--- src/rtl/afifo_pkg.sv ---
// Shared types and defaults for the async FIFO write-side arbiter.
// data_t is sized from the default DW; afifo_wr_arb overrides the width by parameter.
package afifo_pkg;

    localparam int NREQ_DEF      = 4;
    localparam int DW_DEF        = 8;
    localparam int MAX_BURST_DEF = 4;

    typedef logic [DW_DEF-1:0] data_t;

    typedef enum logic {
        IDLE  = 1'b0,
        GRANT = 1'b1
    } arb_state_e;

    function automatic int wrap_idx(input int base, input int off, input int n);
        return (base + off) % n;
    endfunction

endpackage

--- src/rtl/afifo_rr_pick.sv ---
// Combinational round-robin picker: first asserted request scanning upward from last+1.
module afifo_rr_pick
    import afifo_pkg::*;
#(
    parameter  int NREQ = NREQ_DEF,
    localparam int IW   = $clog2(NREQ)
) (
    input  logic [NREQ-1:0] req,
    input  logic [IW-1:0]   last,
    output logic            valid,
    output logic [IW-1:0]   winner
);

    // Offset NREQ lands back on 'last', so a lone request from the previous owner still wins.
    always_comb begin
        valid  = 1'b0;
        winner = '0;
        for (int k = 1; k <= NREQ; k++) begin
            if (!valid && req[wrap_idx(int'(last), k, NREQ)]) begin
                valid  = 1'b1;
                winner = IW'(wrap_idx(int'(last), k, NREQ));
            end
        end
    end

endmodule

--- src/rtl/afifo_wr_arb.sv ---
// Write-side arbiter sharing the fifo_top push port between NREQ requesters,
// with round-robin grants, bounded bursts and stall on full.
module afifo_wr_arb
    import afifo_pkg::*;
#(
    parameter  int NREQ      = NREQ_DEF,
    parameter  int DW        = DW_DEF,
    parameter  int MAX_BURST = MAX_BURST_DEF,
    localparam int IW        = $clog2(NREQ),
    localparam int BW        = $clog2(MAX_BURST + 1)
) (
    input  logic             wr_clk,
    input  logic             wr_rst,
    input  logic [NREQ-1:0]  req,
    input  logic [NREQ*DW-1:0] data_in,
    input  logic             full,
    output logic [NREQ-1:0]  ack,
    output logic             push,
    output logic [DW-1:0]    wdata,
    output logic [IW-1:0]    owner,
    output logic             busy,
    output logic [15:0]      push_cnt
);

    arb_state_e    state;
    logic [BW-1:0] burst_cnt;
    logic          pick_valid;
    logic [IW-1:0] pick_idx;
    logic          req_own;
    logic          burst_last;

    afifo_rr_pick #(.NREQ(NREQ)) u_pick (
        .req    (req),
        .last   (owner),
        .valid  (pick_valid),
        .winner (pick_idx)
    );

    // wdata follows the registered owner; requesters hold their slice stable until ack.
    always_comb begin
        req_own = 1'b0;
        wdata   = '0;
        for (int i = 0; i < NREQ; i++) begin
            if (owner == IW'(i)) begin
                req_own = req[i];
                if (state == GRANT) wdata = data_in[i*DW +: DW];
            end
        end
    end

    // Reset suppresses the push in the very cycle it is asserted.
    assign push       = (state == GRANT) & req_own & ~full & ~wr_rst;
    assign busy       = (state == GRANT);
    assign burst_last = (burst_cnt == BW'(MAX_BURST - 1));

    always_comb begin
        ack = '0;
        for (int i = 0; i < NREQ; i++) begin
            ack[i] = push & (owner == IW'(i));
        end
    end

    always_ff @(posedge wr_clk) begin
        if (wr_rst) begin
            state     <= IDLE;
            owner     <= IW'(NREQ - 1);
            burst_cnt <= '0;
            push_cnt  <= '0;
        end else begin
            if (push && push_cnt != 16'hFFFF) push_cnt <= push_cnt + 1'b1;
            case (state)
                IDLE: begin
                    if (pick_valid) begin
                        state     <= GRANT;
                        owner     <= pick_idx;
                        burst_cnt <= '0;
                    end
                end
                GRANT: begin
                    if (push) burst_cnt <= burst_cnt + 1'b1;
                    if (!req_own || (push && burst_last)) state <= IDLE;
                end
                default: state <= IDLE;
            endcase
        end
    end

endmodule
--- config.mk ---
export PLATFORM = sky130hd
export DESIGN_NAME = afifo_wr_arb
export DESIGN_NICKNAME = d
export VERILOG_FILES = /design/src/rtl/afifo_pkg.sv /design/src/rtl/afifo_rr_pick.sv /design/src/rtl/afifo_wr_arb.sv
export SDC_FILE = /design/constraint.sdc
export NUM_CORES = 1
export LEC_CHECK = 0
export BUFFER_PORTS_ARGS = -buffer_cell sky130_fd_sc_hd__buf_2
export CAP_MARGIN = 20
export CORE_MARGIN = 2
export CORE_UTILIZATION = 34
export CTS_BUF_LIST = sky130_fd_sc_hd__clkbuf_2
export CTS_CLUSTER_SIZE = 16
export DETAILED_ROUTE_END_ITERATION = 6
export GPL_ROUTABILITY_DRIVEN = 0
export RECOVER_POWER = 25
export SLEW_MARGIN = 10
export SYNTH_ARGS = -nofsm -noshare
export SYNTH_HDL_FRONTEND = slang
export SYNTH_SLANG_ARGS = --single-unit
export TNS_END_PERCENT = 100
--- constraint.sdc ---
create_clock -name wr_clk -period 4.8 [get_ports wr_clk]
set_clock_uncertainty 0.2 [all_clocks]
set_input_delay 1.44 -clock wr_clk [delete_from_list [all_inputs] [get_ports wr_clk]]
set_output_delay 1.44 -clock wr_clk [all_outputs]
set_load 0.01 [all_outputs]
==> results by group <==
Outcome
  – Status: finished clean

Global routing
  – GR Util met2: a little over a quarter
  – Gr usage total: 16.24%
  – Met3 usage: ~2.2%
  – Busiest layer in global routing: met2
  – Largest net degree at the start of global routing: 34
  – Met1 Resource Use GR: ~22%
  – Vias in the first global route: 1493
  – Grt ovf: 0
  – First-pass GRT wire length: 7.113 mm
  – Antenna violations before repair: 0

Layout
  – Post-route non-filler standard cell count: 329
  – Layout area overhead: 23.01%
  – Sequential cell area: 440.4 um^2
  – Final nets: approximately 320
  – Share of cells above drive strength 1: 25.45%
  – # diodes: 0
  – Most common cell after layout, fill and taps aside: buf_2
  – Most frequent cells in the layout: buf_2 (59), dfxtp_1 (22), a21oi_1 (21)
  – Multi-input logic area: between 0.001 and 0.0015 mm^2
  – # fillers: 513

Synth
  – Number of synthesized flops with an enable pin: 0
  – Yosys top cell by area: dfxtp_1
  – Top-area cell type share of the netlist area: 26.73%
  – Seq/Total Area, Yosys: around a quarter
  – FF+latch count, synth: 22
  – Synth cell types: 46
  – Syn Area/Cell: slightly below 8 um^2
  – Ys Warns: 0
  – Async SR Flop Fraction: 0%
  – Mapped Nets: 259
  – Ys flop type: dfxtp_1
  – Synth area leaders: dfxtp_1 (27%), nor2b_1 (6.8%), a21oi_1 (6.4%), ha_1 (5.3%), a221oi_1 (3.7%)
  – Mapped Area: 0.001648 mm^2
  – Synth Instances: roughly 210

Floorplanning
  – # rows: 25
  – I/O Pins: a little over 70
  – Starting utilization of the core area: 35.12%
  – Core footprint: 0.004692 mm^2
  – Die area: roughly 0.0054 mm^2
  – Die width: between 70 and 80 um
  – Die Ht: between 70 and 80 um

Timing
  – Peak Freq: around 220 MHz
  – Fin. Hold Viols: 0
  – Final setup viols: 0
  – Final WS setup: 334.4 ps
  – Max-slew headroom: 57.45%
  – RSZ-0062 raised after global routing: false
  – Final period utilization: 93.03%
  – Measured slew at the worst slew-check pin: around 630 ps
  – Setup_tns: 0 ps
  – Final Max Slew Viols: 0
  – Tmin final: 4466 ps

Critical path
  – Critical path startpoint category: primary input
  – Critical path's slowest cell: a2111oi_2
  – Crit. End Element: primary output
  – Required time of the critical path: 3160 ps
  – CP delay by family, top: buffers and inverters
  – Worst R2R Setup Slack: between 1500 and 2000 ps
  – Buf+Inv Stages, Crit Path: 4
  – Worst path cell trace: buf_2, and3b_1, a2111oi_2, or3_1, inv_1, buf_4, buf_2
  – Reg-to-Reg Start: owner[0]
  – WS Path Type: in -> out
  – CP max stage delay: 450 ps
  – Worst-path maximum fanout: 7
  – Critical path arrival: 2830 ps
  – Critical Path Start: req[0]
  – Most frequent CP cell: buf_2

Clock tree
  – Cts repair resizes: 0
  – H-tree depth: 1
  – Sink Count: 22
  – CTS clk-pin slew, worst paths: between 200 and 250 ps
  – Setup Buffers After CTS: 0
  – # hold bufs at CTS: 0
  – CTS buffer count: 3
  – Worst-Skew Late Latency: about 330 ps
  – Longest Clk Path Bufs: 2
  – Clk root buf: clkbuf_2
  – CTS tree: done

Power and ir drop
  – Leakage: 0.0008076 uW
  – Power per cell area: 263.9 mW/mm^2
  – Peak supply drop: between 0.00009 and 0.0001 V

Detailed routing
  – WL final: 4.510 mm
  – Pre-Repair DR Iteration Count: 4
  – DRC viols: 0
  – Initial drt markers: 56
  – DR vias/cell: approximately 5.6
  – Routed via count: 1834
  – Avg WL per Cell: 13.71 um
  – Remaining antenna violation count: 0

Hold path
  – Hold crit path type: reg -> reg
  – Hold Crit Start: push_cnt[13]

Job
  – Max-Cap Viols: 0

Placed design
  – Post-detail-place hpwl: 3.362 mm
  – Inst Count DP: 325
  – IO buf count: 70
  – Dpl ws: 339.6 ps
==> cell usage after synthesis, types with 4 or more instances <==
library cell  instances
a21oi_1              21
a221oi_1              7
a31oi_1               4
and2_1                4
clkbuf_1              9
dfxtp_1              22
ha_1                  7
inv_1                 7
nand2_1               9
nand3_1               6
nand4_1               7
nor2_1               12
nor2b_1              18
nor3_1               10
nor4_1                5
o21ai_0               7
o311ai_0              4
o31ai_1               7
o41ai_1               4
or3_1                 4
or4_1                 8
==> logic make-up after synthesis <==
kind of cell,share of synthesized area [%]
AO/OA/AOI/OAI,27.94
adder cells (fa/ha/maj),5.315
buffers and inverters,7.137
flip-flops,26.73
multiplexers,1.215
AND/OR/NAND/NOR,31.66
==> power breakdown <==
part           switching, uW  internal (uW)
clock network           55.1           18.1
logic                    136            109
registers               24.4            191
==> state kept, by name, indices dropped and copies added, names as in the netlist <==
signal,flops
busy,1
owner,2
burst_cnt,3
push_cnt,16
==> metrics by stage <==
step	hold slack, ps	cell area, um^2	power [uW]	utilization [%]
global placement	288.0	2022	464.4	43.09
detailed placement	286.9	2022	465.6	43.09
finish	313.7	2027	534.9	43.20
CTS	317.7	2041	543.3	43.49
global route	341.2	2027	582.5	43.20
floorplan	252.8	1648	397.0	-
==> routing by layer <==
layer | vias to the layer above | wire [um]
met1 | 809 | 2147
met4 | 0 | 33
met3 | 4 | 327
met5 | - | 0
li1 | 952 | -
met2 | 69 | 2002
==> cell type report <==
type / count / share of cell area (%)
well taps: 54 / 3.333
clock inverters: 1 / 0.1852
inverters: 8 / 1.481
multi-input cells: 166 / 54.07
clock buffers: 3 / 0.7407
flip-flops and latches: 22 / 21.73
repair buffers: 75 / 18.46
==> path summary, 6_finish.rpt <==
path	end	cells after the start
hold reg to reg	push_cnt[13]	2
setup / recovery	push	7
setup reg to reg	push_cnt[7]	8
hold / removal	push_cnt[13]	2
==> tightest hold or removal path, delay by kind of cell, from the launching register on <==
kind	cells	cell delay, ps
compound gates	2	130
flops	1	380
Power figures use the tool's default switching activity.
